## config.mk

```make
export PLATFORM = sky130hd
export DESIGN_NAME = gate_chk_seq_flat
export DESIGN_NICKNAME = d
export VERILOG_FILES = /design/src/rtl/gate_chk_seq_pkg.sv /design/src/rtl/gate_chk_seq_if.sv /design/src/rtl/gate_chk_vec_cnt.sv /design/src/rtl/gate_chk_seq.sv /design/src/flat_wrapper.sv
export SDC_FILE = /design/constraint.sdc
export NUM_CORES = 1
export LEC_CHECK = 0
export CORE_MARGIN = 5
export CORE_UTILIZATION = 35
export DETAILED_ROUTE_END_ITERATION = 10
export PLACE_DENSITY_LB_ADDON = 0.2
export SLEW_MARGIN = 20
export SYNTH_ARGS = -nofsm -noshare
export SYNTH_HDL_FRONTEND = slang
export SYNTH_SLANG_ARGS = --single-unit
```

## constraint.sdc

```tcl
create_clock -name clk -period 2.55 [get_ports clk]
set_input_delay 0.765 -clock clk [delete_from_list [all_inputs] [get_ports clk]]
set_output_delay 0.765 -clock clk [all_outputs]
set_load 0.005 [all_outputs]
```

## src/rtl/gate_chk_seq_pkg.sv

```systemverilog
// Shared definitions for the gate-stage stimulus/check sequencer.
package gate_chk_seq_pkg;

    localparam int unsigned NVEC   = 4;
    localparam int unsigned VEC_W  = 2;
    localparam int unsigned ERR_W  = 3;
    localparam int unsigned CNT_W  = 4;
    localparam int unsigned MASK_W = 3;

    typedef enum logic [1:0] {
        ST_IDLE   = 2'd0,
        ST_SETTLE = 2'd1,
        ST_CHECK  = 2'd2,
        ST_DONE   = 2'd3
    } state_e;

    // Mismatch bits {a,b,c} of the three implementations against x AND y.
    function automatic logic [MASK_W-1:0] mism_mask(
        input logic [VEC_W-1:0] vec,
        input logic             a,
        input logic             b,
        input logic             c
    );
        logic exp_and;
        exp_and = vec[1] & vec[0];
        return {a ^ exp_and, b ^ exp_and, c ^ exp_and};
    endfunction

endpackage

```

## src/rtl/gate_chk_seq_if.sv

```systemverilog
// Run-control handshake and result bus of the gate-stage sequencer.
interface gate_chk_seq_if;
    import gate_chk_seq_pkg::*;

    logic                start;
    logic                busy;
    logic                done;
    logic                pass;
    logic [ERR_W-1:0]    err_cnt;
    logic [VEC_W-1:0]    fail_vec;
    logic [MASK_W-1:0]   fail_mask;

    modport master (
        output start,
        input  busy, done, pass, err_cnt, fail_vec, fail_mask
    );

    modport slave (
        input  start,
        output busy, done, pass, err_cnt, fail_vec, fail_mask
    );

endinterface

```

## src/rtl/gate_chk_vec_cnt.sv

```systemverilog
// Vector counter and settle down-counter for the gate-stage sequencer.
module gate_chk_vec_cnt
    import gate_chk_seq_pkg::*;
#(
    parameter int unsigned SETTLE = 1
) (
    input  logic             clk,
    input  logic             rst_n,
    input  logic             load,
    input  logic             adv,
    output logic [VEC_W-1:0] vec,
    output logic             last_vec_c,
    output logic             settle_done_c
);

    localparam logic [CNT_W-1:0] RELOAD = CNT_W'(SETTLE - 1);

    logic [CNT_W-1:0] cnt;

    // Load restarts at vector 0, advance steps the vector; both reload the settle count.
    always_ff @(posedge clk or negedge rst_n) begin
        if (!rst_n) begin
            vec <= '0;
            cnt <= '0;
        end else if (load) begin
            vec <= '0;
            cnt <= RELOAD;
        end else if (adv) begin
            vec <= vec + VEC_W'(1);
            cnt <= RELOAD;
        end else if (cnt != '0) begin
            cnt <= cnt - CNT_W'(1);
        end
    end

    assign last_vec_c    = (vec == VEC_W'(NVEC - 1));
    assign settle_done_c = (cnt == '0);

endmodule

```

## src/rtl/gate_chk_seq.sv

```systemverilog
// Stimulus-and-check sequencer around the two-input AND gate stage.
// Optional feature: define GATE_CHK_CAPTURE_EN to capture the first failing
// vector and its mismatch bits; otherwise fail_vec/fail_mask read as zero.
module gate_chk_seq
    import gate_chk_seq_pkg::*;
#(
    parameter int unsigned SETTLE = 1
) (
    input  logic            clk,
    input  logic            rst_n,
    gate_chk_seq_if.slave   ctl,
    output logic            x,
    output logic            y,
    input  logic            a_in,
    input  logic            b_in,
    input  logic            c_in
);

    state_e              state;
    logic [VEC_W-1:0]    vec;
    logic                last_c;
    logic                expired_c;
    logic                load_c;
    logic                adv_c;
    logic [MASK_W-1:0]   mism_c;
    logic [ERR_W-1:0]    err_nxt_c;
    logic                busy_q;
    logic                done_q;
    logic                pass_q;
    logic [ERR_W-1:0]    err_cnt_q;

    assign load_c    = (state == ST_IDLE) && ctl.start;
    assign adv_c     = (state == ST_CHECK) && !last_c;
    assign mism_c    = mism_mask(vec, a_in, b_in, c_in);
    assign err_nxt_c = err_cnt_q + ERR_W'(mism_c != '0);

    gate_chk_vec_cnt #(
        .SETTLE (SETTLE)
    ) u_vec_cnt (
        .clk           (clk),
        .rst_n         (rst_n),
        .load          (load_c),
        .adv           (adv_c),
        .vec           (vec),
        .last_vec_c    (last_c),
        .settle_done_c (expired_c)
    );

    // Run FSM with registered handshake and result outputs.
    always_ff @(posedge clk or negedge rst_n) begin
        if (!rst_n) begin
            state     <= ST_IDLE;
            busy_q    <= 1'b0;
            done_q    <= 1'b0;
            pass_q    <= 1'b0;
            err_cnt_q <= '0;
        end else begin
            done_q <= 1'b0;
            case (state)
                ST_IDLE: begin
                    if (ctl.start) begin
                        busy_q    <= 1'b1;
                        pass_q    <= 1'b0;
                        err_cnt_q <= '0;
                        state     <= ST_SETTLE;
                    end
                end
                ST_SETTLE: begin
                    if (expired_c) begin
                        state <= ST_CHECK;
                    end
                end
                ST_CHECK: begin
                    err_cnt_q <= err_nxt_c;
                    if (last_c) begin
                        pass_q <= (err_nxt_c == '0);
                        done_q <= 1'b1;
                        state  <= ST_DONE;
                    end else begin
                        state <= ST_SETTLE;
                    end
                end
                ST_DONE: begin
                    busy_q <= 1'b0;
                    state  <= ST_IDLE;
                end
                default: state <= ST_IDLE;
            endcase
        end
    end

`ifdef GATE_CHK_CAPTURE_EN
    logic [VEC_W-1:0]  fail_vec_q;
    logic [MASK_W-1:0] fail_mask_q;

    // Capture only the first failing vector of a run.
    always_ff @(posedge clk or negedge rst_n) begin
        if (!rst_n) begin
            fail_vec_q  <= '0;
            fail_mask_q <= '0;
        end else if (load_c) begin
            fail_vec_q  <= '0;
            fail_mask_q <= '0;
        end else if ((state == ST_CHECK) && (mism_c != '0) && (err_cnt_q == '0)) begin
            fail_vec_q  <= vec;
            fail_mask_q <= mism_c;
        end
    end

    assign ctl.fail_vec  = fail_vec_q;
    assign ctl.fail_mask = fail_mask_q;
`else
    assign ctl.fail_vec  = '0;
    assign ctl.fail_mask = '0;
`endif

    assign ctl.busy    = busy_q;
    assign ctl.done    = done_q;
    assign ctl.pass    = pass_q;
    assign ctl.err_cnt = err_cnt_q;
    assign x           = vec[1];
    assign y           = vec[0];

endmodule

```

## src/flat_wrapper.sv

```systemverilog
// flat-port wrapper written by rule: the top's interface ports become plain ports
module gate_chk_seq_flat import gate_chk_seq_pkg::*;
#(
    parameter int unsigned SETTLE = 1
)
  (clk, rst_n, x, y, a_in, b_in, c_in, ctl_start, ctl_busy, ctl_done, ctl_pass, ctl_err_cnt, ctl_fail_vec, ctl_fail_mask);
  gate_chk_seq_if ctl_i ();
  input  logic clk;
  input  logic rst_n;
  output logic x;
  output logic y;
  input  logic a_in;
  input  logic b_in;
  input  logic c_in;
  input wire logic [$bits(ctl_i.start)-1:0] ctl_start;
  output wire logic [$bits(ctl_i.busy)-1:0] ctl_busy;
  output wire logic [$bits(ctl_i.done)-1:0] ctl_done;
  output wire logic [$bits(ctl_i.pass)-1:0] ctl_pass;
  output wire logic [$bits(ctl_i.err_cnt)-1:0] ctl_err_cnt;
  output wire logic [$bits(ctl_i.fail_vec)-1:0] ctl_fail_vec;
  output wire logic [$bits(ctl_i.fail_mask)-1:0] ctl_fail_mask;
  assign ctl_i.start = ctl_start;
  assign ctl_busy = ctl_i.busy;
  assign ctl_done = ctl_i.done;
  assign ctl_pass = ctl_i.pass;
  assign ctl_err_cnt = ctl_i.err_cnt;
  assign ctl_fail_vec = ctl_i.fail_vec;
  assign ctl_fail_mask = ctl_i.fail_mask;
  gate_chk_seq #(.SETTLE(SETTLE)) u_core (.clk(clk), .rst_n(rst_n), .ctl(ctl_i), .x(x), .y(y), .a_in(a_in), .b_in(b_in), .c_in(c_in));
endmodule
```

Word-level counts from Yosys, hierarchy flattened --
Index checks and enable logic that the tools add are counted.
Storage, ports and cells: flip-flop bits (word level) 14, bits in latches 0, RAM bits 0, memory bits (read-only) 0, input port bits 6, output and inout bits 13, word-level logic and storage cells 55, memories 0
Cells by class: add/sub/neg operators 3, $mul 0, div/mod/pow operators 0, magnitude comparators 0, equal/unequal tests 7, shifts and indexed selects 0, multiplexer cells 18, bitwise logic cells 4, reductions and logical operators 16
Operators with widths (number):
- 2-to-1 mux 4 bit | 3
- 2-to-1 mux 2 bit | 5
- case mux 2 bit (4 select lines) | 1
- == test 2 bit (second input constant) | 3
- case mux 3 bit (2 select lines) | 1
- AND reduction 2 bit | 3
- nonzero test 2 bit | 3
- nonzero test 3 bit | 2
- 2-to-1 mux 1 bit | 5
- logical NOT 4 bit | 1
- != test 2 x 1 -> 1 bit (second input constant) | 2
- case mux 1 bit (2 select lines) | 2
- nonzero test 4 bit | 1
- subtractor 4 x 1 -> 4 bit (second input constant) | 1
- adder 3 x 1 -> 3 bit | 1
- logical NOT 3 bit | 1
- 2-to-1 mux 3 bit | 1
- AND reduction 3 bit | 1
- XOR 1 bit | 3
- adder 2 x 1 -> 2 bit (second input constant) | 1
- == test 2 x 1 -> 1 bit (second input constant) | 1
- logical AND 1 bit | 2
- logical NOT 2 bit | 1
- != test 2 bit (second input constant) | 1
- 2 further kinds | 2

Longest topological paths before layout --
word-level depth 7, depth in mapped cells 8, gate-level depth less buffers 8

Cells and area by module --
From an unflattened synthesis, not the netlist that was laid out.
Unflattened totals: cell total of the unflattened synthesis 74, area, all modules 798.3 µm²
By module, submodules not included:
- gate_chk_seq | times used 1, cells each 44, area each 455.4 µm², sequential area each 200.2 µm²
- gate_chk_vec_cnt | times used 1, cells each 30, area each 342.8 µm², sequential area each 150.1 µm²

Least setup slack after synthesis --
Ideal clock, no wire load.
kind input-to-reg, start input port c_in, end register u_core.pass_q, in the netlist u_core.ctl.pass, library setup time 0.125 ns, arrival time 1.973 ns, required time 2.425 ns, slack 0.452 ns, stages on the path 7, buffers on the path 0, cell sequence nor4_1 > nor2_1 > ha_1 > ha_1 > nor2_1 > and4_1 > mux2_4
On the way: word-level cells in the longest chain between the ends 6
Ends and longest elaborated chain:
- start: declaration | RTL line flat_wrapper.sv:14 | input logic c_in;
- XOR 1 bit | RTL line gate_chk_seq_pkg.sv:26 | return {a ^ exp_and, b ^ exp_and, c ^ exp_and};
- nonzero test 3 bit | RTL line gate_chk_seq.sv:35 | assign err_nxt_c = err_cnt_q + ERR_W'(mism_c != '0);
- adder 3 x 1 -> 3 bit | RTL line gate_chk_seq.sv:35
- logical NOT 3 bit | RTL line gate_chk_seq.sv:76 | pass_q <= (err_nxt_c == '0);
- 2-to-1 mux 1 bit | RTL line gate_chk_seq.sv:75 | if (last_c) begin
- case mux 1 bit (2 select lines) | RTL line gate_chk_seq.sv:59 | case (state)
- end signal: assignment | RTL line gate_chk_seq.sv:76
- end: declaration | RTL line gate_chk_seq.sv:29 | logic pass_q;
Every way passes these cells. The select of a mux whose other input is x is not followed. A chain may end at the register's enable or synchronous reset.

Worst setup path in the final report --
Ends and elaborated chain as after synthesis.

==> results by group <==
Timing
  – Final Hold Violating Endpoints: 0
  – Least-Margin Pin Slew: between 0.6 and 0.7 ns
  – Worst relative slew slack: 0.5557
  – Max-slew violations: 0
  – Worst clock skew: between 0.004 and 0.005 ns
  – Worst setup margin: approximately 0.23 ns
  – Final setup vio count: 0
  – Fin Hold WS: roughly 0.52 ns
  – Achievable clock frequency: 431.3 MHz
  – Crit path time final: roughly 2.3 ns
  – RSZ-0062 raised after global routing: false
  – Period utilisation layout: 0.9093
  – Total Neg Setup Slack: 0 ns

Cells and area
  – Final Non-Filler Cells: 113
  – Antenna diode count: 0
  – Final Cell Area: roughly 940 um^2
  – Area Growth Syn to Fin: 20.58%
  – Fin util: 0.4325
  – Fin nets: slightly below 100
  – Most frequent cells in the layout: 14 x dfrtp_1, 13 x clkdlybuf4s50_1, 6 x nand2b_1, 6 x a22o_1
  – Commonest non-fill, non-tap cell in the layout: dfrtp_1
  – Fraction of layout cells with a size suffix above 1: 0.1176

Min path
  – Hold-critical path depth: 1
  – Sink of the worst hold path: u_core.ctl.pass
  – Hold Crit Start: u_core.ctl.pass
  – Hold Crit Class: reg -> reg

Clock tree
  – Clock buffer depth: 2
  – Post-CTS sizing: 0
  – Clock sink total: 14
  – CTS tree: done
  – Hold_buf cts: 0
  – H-tree depth: 1
  – Clock Latency Late Sink: ~0.27 ns
  – Post-CTS Setup Bufs: 0
  – Total CTS buffers: 3
  – Root Buffer: clkbuf_4
  – Clk slew on worst S/H paths: approximately 0.08 ns

Yosys
  – Synth area leader: dfrtp_1
  – Post-Syn Area: a little under 800 um^2
  – Yosys warnings: 0
  – Instance count of the mapped netlist: slightly above 70
  – #FFs+latches synth: 14
  – Post-synth EDFFs: 0
  – Syn Area/Cell: 10.96 um^2
  – Synth cell types: 25
  – Fraction of registers with async set/reset: 1.000
  – Primary FF master, synth: dfrtp_1
  – Area share of the leading cell type in the synthesized netlist: 0.4502
  – Ranking of synthesized cells by area: dfrtp_1 45%, ha_1 8.0%, a22o_1 6.8%
  – Seq/Total Area, Yosys: 0.4502

Critical path
  – R2R depth: 8
  – Reg2reg start: u_core.u_vec_cnt.vec[0]
  – Crit path capture type: register
  – CP Class: in -> reg
  – CP max FO: 2
  – R2r endpoint: u_core.ctl.pass
  – Worst reg2reg setup slack: 0.40 ns
  – Critical path, cell by cell: clkdlybuf4s50_1 -> nor4_1 -> nor2_1 -> ha_1 -> ha_1 -> nand2b_1 -> and4_1 -> mux2_4
  – Worst path slowest cell: clkdlybuf4s50_1
  – CP max stage delay: between 0.4 and 0.5 ns
  – WP data arrival: 2.48 ns
  – Worst path buffer plus inverter count: 1
  – Worst path most repeated cell: ha_1
  – CP top delay family: simple AND/OR/NAND/NOR gates
  – Worst setup SP type: input port
  – Worst Path Required: ~2.7 ns

Global route
  – Most Crowded Layer GR: met2
  – M3 GR Usage: 0.04072
  – Met1 usage: 0.1167
  – Grt met2 use: 0.1272
  – GRT overflow: 0
  – Largest net degree at the start of global routing: 15
  – Vias in the first global route: ~500
  – First-pass GRT wire length: roughly 2200 um
  – Total GRT Usage: 0.08972
  – Initial antenna violation count: 0

Power
  – P_leak: roughly 0.43 nW
  – Peak VDD IR: between 0.0004 and 0.0005 V
  – Total Power: 0.8153 mW
  – Power density cells: 868.8 nW/um^2

Status
  – Status: completed

Die
  – Top-Level Pins: 19
  – Core ar.: between 2000 and 2500 um^2
  – Height of the chip: about 57 um
  – Die Wd: approximately 57 um
  – Starting density of the core: 0.3587
  – Num rows: 17
  – DIE AREA: about 3300 um^2

Placement
  – Placed inst area: between 900 and 1000 um^2
  – DP HPWL: 1015 um
  – DP Worst Slack: -0.05558 ns
  – GPL Wtd Cong: 0.8228
  – Number of port buffers: 13
  – Post-Place Cells: 110

Routing
  – Starting DRC count in detailed routing: 2
  – Via count: about 540
  – Drt total wl: between 1000 and 1500 um
  – Number of routed nets with antenna violations: 0
  – Wire per inst: 11.68 um
  – Drt drc: 0
  – First-pass iteration count of the detailed router: 3
  – DR vias/cell: ~4.8

Job
  – Max-Cap Viols: 0
==> power by group <==
part	switching [mW]	internal [mW]	total, mW
clock	0.0655	0.0547	0.120
combinational	0.134	0.207	0.342
sequential	0.0732	0.280	0.353
==> state kept, by name (all words and copies together) (netlist names) <==
| name | flops |
|---|---|
| u_core.u_vec_cnt.cnt | 4 |
| u_core.ctl.err_cnt | 3 |
| u_core.ctl.done | 1 |
| u_core.state | 2 |
| u_core.ctl.busy | 1 |
| u_core.ctl.pass | 1 |
| u_core.u_vec_cnt.vec | 2 |
==> synth_stat cells, types with 2 or more instances <==
library cell  instances
inv_1                 4
buf_4                 5
nand2b_1              6
dfrtp_1              14
ha_1                  5
nor3_1                3
a22o_1                6
o21ai_0               3
and4_1                2
xnor2_1               3
nor2_1                5
o21bai_1              2
==> kinds of logic (layout without fill, tap and decap cells) <==
logic type | count (synthesis) | count (layout) | share of synthesized area
AOI/OAI and AO/OA | 15 | 15 | 0.1511
muxes | 2 | 2 | 0.03376
buffers and inverters | 10 | 20 | 0.07395
adders and majority gates | 5 | 5 | 0.08039
and+or+nand+nor | 21 | 21 | 0.1720
other | 1 | 5 | 0.004819
DFF | 14 | 14 | 0.4502
xor gates and xnor gates | 3 | 3 | 0.03377
==> how the worst max path moves through the flow <==
stage | slack (ns) | to | startpoint | cells past startpoint
after detailed placement | -0.06 | u_core.ctl.pass | c_in | 8
after global routing | 0.16 | u_core.ctl.pass | c_in | 8
after floorplan | 0.45 | u_core.ctl.pass | c_in | 7
after CTS | 0.24 | u_core.ctl.pass | c_in | 8
final | 0.23 | u_core.ctl.pass | c_in | 8
after global placement | -0.02 | u_core.ctl.pass | c_in | 8
==> cell type report <==
type                            count  area, um^2
Fill cell                         216        1231
Multi-Input combinational cell     51       385.4
Timing Repair Buffer               13       130.1
Tap cell                           28       35.03
Sequential cell                    14       350.3
Inverter                            4       15.01
Clock buffer                        3       22.52
==> per-layer routing <==
layer	part of all wire	routed length, um
met5	0	0
met4	0.014	19
met3	0.066	87
met2	0.44	587
met1	0.48	627
Power figures use the tool's default switching activity.
